**config.mk**
```make
export PLATFORM = sky130hd
export DESIGN_NAME = omsp_spm_violation_ctrl_flat
export DESIGN_NICKNAME = d
export VERILOG_FILES = /design/src/rtl/omsp_spm_violation_ctrl_if.sv /design/src/rtl/omsp_spm_violation_ctrl.sv /design/src/flat_wrapper.sv
export SDC_FILE = /design/constraint.sdc
export NUM_CORES = 1
export LEC_CHECK = 0
export ABC_AREA = 1
export CAP_MARGIN = 5
export CELL_PAD_IN_SITES_DETAIL_PLACEMENT = 0
export CELL_PAD_IN_SITES_GLOBAL_PLACEMENT = 1
export CORE_MARGIN = 2
export CORE_UTILIZATION = 34
export CTS_CLUSTER_SIZE = 8
export DETAILED_ROUTE_END_ITERATION = 10
export GPL_TIMING_DRIVEN = 0
export PLACE_DENSITY = 0.84
export SLEW_MARGIN = 10
export SYNTH_ARGS = -nofsm -noshare
export SYNTH_HDL_FRONTEND = slang
export SYNTH_SLANG_ARGS = --single-unit
```
**constraint.sdc**
```tcl
create_clock -name mclk -period 2.7 [get_ports mclk]
set_input_delay 0.27 -clock mclk [delete_from_list [all_inputs] [get_ports mclk]]
set_output_delay 0.27 -clock mclk [all_outputs]
set_load 0.01 [all_outputs]
```
**src/rtl/omsp_spm_violation_ctrl_if.sv**
```systemverilog
// Signal bundle between the SPM violation controller and its surroundings.
// master = SPM control / frontend / software side, slave = the violation controller.
interface omsp_spm_violation_ctrl_if #(
   parameter int CNT_WIDTH = 8
);
   // Handshake: violation is a level and one event per rising edge;
   // irq_acc and viol_clr are one-cycle strobes with no back-pressure.
   logic                 violation;
   logic [15:0]          spm_current_id;
   logic [15:0]          pc;
   logic [15:0]          eu_mab;
   logic                 irq_acc;
   logic                 viol_clr;
   logic                 viol_irq;
   logic                 viol_rst_req;
   logic                 viol_pending;
   logic [15:0]          viol_pc;
   logic [15:0]          viol_addr;
   logic [15:0]          viol_id;
   logic [CNT_WIDTH-1:0] viol_count;
   logic [1:0]           viol_state;

   modport master (
      output violation, spm_current_id, pc, eu_mab, irq_acc, viol_clr,
      input  viol_irq, viol_rst_req, viol_pending, viol_pc, viol_addr, viol_id,
             viol_count, viol_state
   );

   modport slave (
      input  violation, spm_current_id, pc, eu_mab, irq_acc, viol_clr,
      output viol_irq, viol_rst_req, viol_pending, viol_pc, viol_addr, viol_id,
             viol_count, viol_state
   );
endinterface

```
**src/rtl/omsp_spm_violation_ctrl.sv**
```systemverilog
// SPM violation controller: first-fault capture, interrupt, escalation to a stretched reset request.
// Define SPM_VIOLATION_IRQ_EN to build the interrupt path; otherwise every fault goes straight to reset.
module omsp_spm_violation_ctrl #(
   parameter int RST_PULSE_CYCLES = 4,
   parameter int CNT_WIDTH        = 8
) (
   input  logic                          mclk,
   input  logic                          puc_rst,
   omsp_spm_violation_ctrl_if.slave      bus
);
   typedef enum logic [1:0] {
      S_IDLE     = 2'd0,
      S_IRQ_PEND = 2'd1,
      S_HANDLER  = 2'd2,
      S_RST_HOLD = 2'd3
   } state_t;

   localparam logic [CNT_WIDTH-1:0] CNT_MAX  = '1;
   localparam logic [CNT_WIDTH-1:0] CNT_ONE  = CNT_WIDTH'(1);
   localparam logic [7:0]           RST_LOAD = 8'(RST_PULSE_CYCLES - 1);

   state_t     state;
   logic       viol_q;
   logic       viol_evt;
   logic [7:0] rst_cnt;

   assign viol_evt       = bus.violation & ~viol_q;
   assign bus.viol_state = state;

`ifndef SPM_VIOLATION_IRQ_EN
   logic unused_strobes;
   assign unused_strobes = bus.irq_acc ^ bus.viol_clr;
`endif

   always_ff @(posedge mclk or posedge puc_rst) begin
      if (puc_rst) viol_q <= 1'b0;
      else         viol_q <= bus.violation;
   end

   // Counts every event regardless of FSM state, sticking at all-ones.
   always_ff @(posedge mclk or posedge puc_rst) begin
      if (puc_rst)
         bus.viol_count <= '0;
      else if (viol_evt && (bus.viol_count != CNT_MAX))
         bus.viol_count <= bus.viol_count + CNT_ONE;
   end

   always_ff @(posedge mclk or posedge puc_rst) begin
      if (puc_rst) begin
         state            <= S_IDLE;
         bus.viol_irq     <= 1'b0;
         bus.viol_rst_req <= 1'b0;
         bus.viol_pending <= 1'b0;
         bus.viol_pc      <= 16'h0;
         bus.viol_addr    <= 16'h0;
         bus.viol_id      <= 16'h0;
         rst_cnt          <= 8'd0;
      end else begin
         case (state)
            S_IDLE: begin
               if (viol_evt) begin
                  bus.viol_pc      <= bus.pc;
                  bus.viol_addr    <= bus.eu_mab;
                  bus.viol_id      <= bus.spm_current_id;
                  bus.viol_pending <= 1'b1;
`ifdef SPM_VIOLATION_IRQ_EN
                  state            <= S_IRQ_PEND;
                  bus.viol_irq     <= 1'b1;
`else
                  state            <= S_RST_HOLD;
                  bus.viol_rst_req <= 1'b1;
                  rst_cnt          <= RST_LOAD;
`endif
               end
            end
`ifdef SPM_VIOLATION_IRQ_EN
            S_IRQ_PEND: begin
               if (viol_evt) begin
                  state            <= S_RST_HOLD;
                  bus.viol_irq     <= 1'b0;
                  bus.viol_rst_req <= 1'b1;
                  rst_cnt          <= RST_LOAD;
               end else if (bus.viol_clr) begin
                  state            <= S_IDLE;
                  bus.viol_irq     <= 1'b0;
                  bus.viol_pending <= 1'b0;
               end else if (bus.irq_acc) begin
                  state            <= S_HANDLER;
                  bus.viol_irq     <= 1'b0;
               end
            end
            S_HANDLER: begin
               // A second fault outranks the handler's clear.
               if (viol_evt) begin
                  state            <= S_RST_HOLD;
                  bus.viol_rst_req <= 1'b1;
                  rst_cnt          <= RST_LOAD;
               end else if (bus.viol_clr) begin
                  state            <= S_IDLE;
                  bus.viol_pending <= 1'b0;
               end
            end
`endif
            S_RST_HOLD: begin
               if (rst_cnt == 8'd0) begin
                  state            <= S_IDLE;
                  bus.viol_rst_req <= 1'b0;
                  bus.viol_pending <= 1'b0;
               end else begin
                  rst_cnt          <= rst_cnt - 8'd1;
               end
            end
            default: begin
               state            <= S_IDLE;
               bus.viol_irq     <= 1'b0;
               bus.viol_rst_req <= 1'b0;
               bus.viol_pending <= 1'b0;
            end
         endcase
      end
   end
endmodule

```
**src/flat_wrapper.sv**
```systemverilog
// flat-port wrapper written by rule: the top's interface ports become plain ports
module omsp_spm_violation_ctrl_flat 
#(
   parameter int RST_PULSE_CYCLES = 4,
   parameter int CNT_WIDTH        = 8
)
  (mclk, puc_rst, bus_violation, bus_spm_current_id, bus_pc, bus_eu_mab, bus_irq_acc, bus_viol_clr, bus_viol_irq, bus_viol_rst_req, bus_viol_pending, bus_viol_pc, bus_viol_addr, bus_viol_id, bus_viol_count, bus_viol_state);
  omsp_spm_violation_ctrl_if #(.CNT_WIDTH(CNT_WIDTH)) bus_i ();
  input  logic mclk;
  input  logic puc_rst;
  input wire logic [$bits(bus_i.violation)-1:0] bus_violation;
  input wire logic [$bits(bus_i.spm_current_id)-1:0] bus_spm_current_id;
  input wire logic [$bits(bus_i.pc)-1:0] bus_pc;
  input wire logic [$bits(bus_i.eu_mab)-1:0] bus_eu_mab;
  input wire logic [$bits(bus_i.irq_acc)-1:0] bus_irq_acc;
  input wire logic [$bits(bus_i.viol_clr)-1:0] bus_viol_clr;
  output wire logic [$bits(bus_i.viol_irq)-1:0] bus_viol_irq;
  output wire logic [$bits(bus_i.viol_rst_req)-1:0] bus_viol_rst_req;
  output wire logic [$bits(bus_i.viol_pending)-1:0] bus_viol_pending;
  output wire logic [$bits(bus_i.viol_pc)-1:0] bus_viol_pc;
  output wire logic [$bits(bus_i.viol_addr)-1:0] bus_viol_addr;
  output wire logic [$bits(bus_i.viol_id)-1:0] bus_viol_id;
  output wire logic [$bits(bus_i.viol_count)-1:0] bus_viol_count;
  output wire logic [$bits(bus_i.viol_state)-1:0] bus_viol_state;
  assign bus_i.violation = bus_violation;
  assign bus_i.spm_current_id = bus_spm_current_id;
  assign bus_i.pc = bus_pc;
  assign bus_i.eu_mab = bus_eu_mab;
  assign bus_i.irq_acc = bus_irq_acc;
  assign bus_i.viol_clr = bus_viol_clr;
  assign bus_viol_irq = bus_i.viol_irq;
  assign bus_viol_rst_req = bus_i.viol_rst_req;
  assign bus_viol_pending = bus_i.viol_pending;
  assign bus_viol_pc = bus_i.viol_pc;
  assign bus_viol_addr = bus_i.viol_addr;
  assign bus_viol_id = bus_i.viol_id;
  assign bus_viol_count = bus_i.viol_count;
  assign bus_viol_state = bus_i.viol_state;
  omsp_spm_violation_ctrl #(.RST_PULSE_CYCLES(RST_PULSE_CYCLES), .CNT_WIDTH(CNT_WIDTH)) u_core (.mclk(mclk), .puc_rst(puc_rst), .bus(bus_i));
endmodule
```
==> results.yml <==
run_status:
  status: "finished, final reports clean"
clocking:
  cts-root-buf: "clkbuf_8"
  cts.sinks: 66
  clkSlewWorstSetupHoldPaths_ps: 80
  insertion_delay_ps: 350
  post_cts_buffers: 0
  cts_tree: "yes"
  h-tree-depth: 3
  cts_resized: 0
  cts_buffer_depth: 2
  hold_buffers: 0
  cts_buffers: 9
die:
  initial_utilization: 0.3460
  placeableCoreArea_sq_mm: 0.008593
  rows: 34
  die_h_um: 97.51
  die-area_sq_mm: 0.009507
  ios: 114
  die-width_um: 97.51
power_and_ir_drop:
  p_sw_w: 0.0005778
  seq_power_share: 0.503
  power_frac_clock: 0.361
  combPwrFrac: 0.136
  power.internal_w: 0.001545
  power.total_w: 0.002123
  powerDensity_mw_per_mm2: 480.5
  ir_drop_uv: 251.3
  sw_frac_of_total: 0.2722
  p_leak_nw: 2.208
synthesis:
  avgSynthCellArea_sq_um: 8.543
  synth_top_family_by_area: "simple AND/OR/NAND/NOR gates"
  synth_compound_area_frac: 0.01684
  ys_types: 25
  ys_seq_area_frac: 0.5556
  synthAdderAreaFrac: 0.008418
  yosysWarnings: 0
  synth.area.top_cells: "dfrtp_1 (56%), nand2_1 (18%), nand3_1 (11%), buf_4 (2.5%), inv_1 (1.9%)"
  post-synth-top-area-cell: "dfrtp_1"
  postSynthNetCount: 403
  yosys.area_share.xor_xnor: 0.01473
  netlist_instances: 348
  netlist.area_leader.share: 0.5556
  syn_area_sq_mm: 0.002973
  synth-simple-area-share: 0.3375
  synth_seq_cells: 66
  synthMuxAreaShare: 0
placed_design:
  pre_cts_slack_ps: 989.0
  place.port_buffers: 110
  hpwl_um: 5288
  gp_congestion: 0.8190
route:
  route.detailed.drc: 0
  drtAntennaViolNets: 0
  wl_um: 7353
  detail_route.vias_per_cell: 4.576
  detail_route.wl_per_cell_um: 12.61
  drtIter0Drc: 152
  vias: 2668
  dr.pass1.iters: 4
global_routing:
  grt_use_met1: 0.1985
  antenna_found_initial: 0
  track_usage: 0.1611
  grt_pass1_wl_um: 12480
  grt_max_degree: 61
  use_met3: 0.04460
  grt_overflow: 0
  grt_pass1_vias: 2677
  busiest_layer: "met2"
  use_met2: 0.2727
sta:
  setup_slack_ps: 882.9
  period_share: 0.6730
  grt_setup_unrepaired: "false"
  slew_violations: 0
  max_freq_ghz: 0.5503
  period_needed_ps: 1817
  hold_viol: 0
  skew_ps: 8.563
  totalNegativeSetupSlack_ps: 0
  setup_viol: 0
layout:
  final-seq-area_sq_mm: 0.001652
  diodes: 0
  fill_cells: 837
  drive_above_1_share: 0.09474
  nets: 525
  multi_input_comb_area_sq_mm: 0.001126
  finalCoreUtilization: 0.5141
  areaGrowthSynthToFinish_pct: 48.61
setup_path:
  crit_fanout: 8
  required_ps: 2430
  worstPathArrival_ps: 1550
  startpoint_type: "flop"
  critPathKind: "reg2out"
  critPathCaptureType: "primary output"
worst_hold_path:
  min_path_type: "in2async"
run:
  drv_cap: 0
layer usage:
layer / up-vias / part of all wire
met5: - / 0
met1: 1258 / 0.44
met4: 0 / 0.014
met2: 57 / 0.50
met3: 9 / 0.050
li1: 1344 / -
cells in the final DEF (no fill, tap or decap), types with 3 or more instances in the layout:
master	n
nand2_1	146
clkdlybuf4s50_1	110
dfrtp_1	66
nand3_1	63
inv_1	14
nor2_1	10
buf_4	10
clkbuf_8	10
buf_2	5
xor2_1	4
clkbuf_1	4
nor2_2	3
clkinvlp_4	3
power by group through the flow:
stage	clock network, W	logic [W]	registers, W
floorplan	0	0.000105	0.00109
global placement	0	0.000283	0.00108
detailed placement	0	0.000292	0.00109
CTS	0.000782	0.000293	0.00107
global route	0.000818	0.000321	0.00107
finish	0.000766	0.000289	0.00107
logic make-up after synthesis:
family,after synthesis
and+or+nand+nor,233
DFF,66
buffers and inverters,36
AOI/OAI and AO/OA,5
xor gates and xnor gates,5
adders and majority gates,2
other,1
sequential cells by signal, summed over array words and instances (netlist names):
name,cells
u_core.bus.viol_addr,16
u_core.bus.viol_id,16
u_core.bus.viol_pc,16
u_core.bus.viol_count,8
u_core.rst_cnt,8
u_core.bus.viol_state,1
u_core.viol_q,1
layout make-up:
class,instances,share of cell area
sequential,66,0.3738
timing repair buffer,111,0.2555
multi-input combinational,246,0.2549
clock buffer,10,0.03115
buffer,20,0.03059
tap,108,0.03059
inverter,16,0.01416
clock inverter,6,0.009346
critical path, stage by stage, from the launching register on:
cell             delay [ps]
dfrtp_1                 520
buf_4                   160
clkdlybuf4s50_1         520
stage by stage:
stage	hold WS (ps)	cells	area [sq um]
final	155.9	583	4418
after global routing	171.7	583	4418
after CTS	150.8	583	4418
after detailed placement	458.3	567	4239
after global placement	452.1	566	4209
after floorplan	301.4	348	2973
Yosys cell counts (all sizes together):
library cell,number
a21boi,1
buf,16
nor2,14
nor3,2
nand3,63
xor2,4
dfrtp,66
xnor2,1
o21ai,4
nand3b,2
clkbuf,4
nand2,150
conb,1
nand4,2
ha,2
inv,16
final timing paths:
| check | start | end | slack (ps) | cells past startpoint |
|---|---|---|---|---|
| worst max-delay path | u_core.bus.viol_state[0] | bus_viol_state[0] | 880 | 2 |
| worst min-delay path | puc_rst | u_core.bus.viol_count[2] | 160 | 2 |
| worst max register to register | u_core.rst_cnt[0] | u_core.rst_cnt[1] | 1230 | 7 |
| worst min register to register | u_core.bus.viol_addr[5] | u_core.bus.viol_addr[5] | 470 | 2 |
| max in group asynchronous | puc_rst | u_core.rst_cnt[1] | 2010 | 3 |
| min in group mclk | bus_violation | u_core.viol_q | 400 | 1 |
No activity file was read; power rests on OpenSTA's default activity.
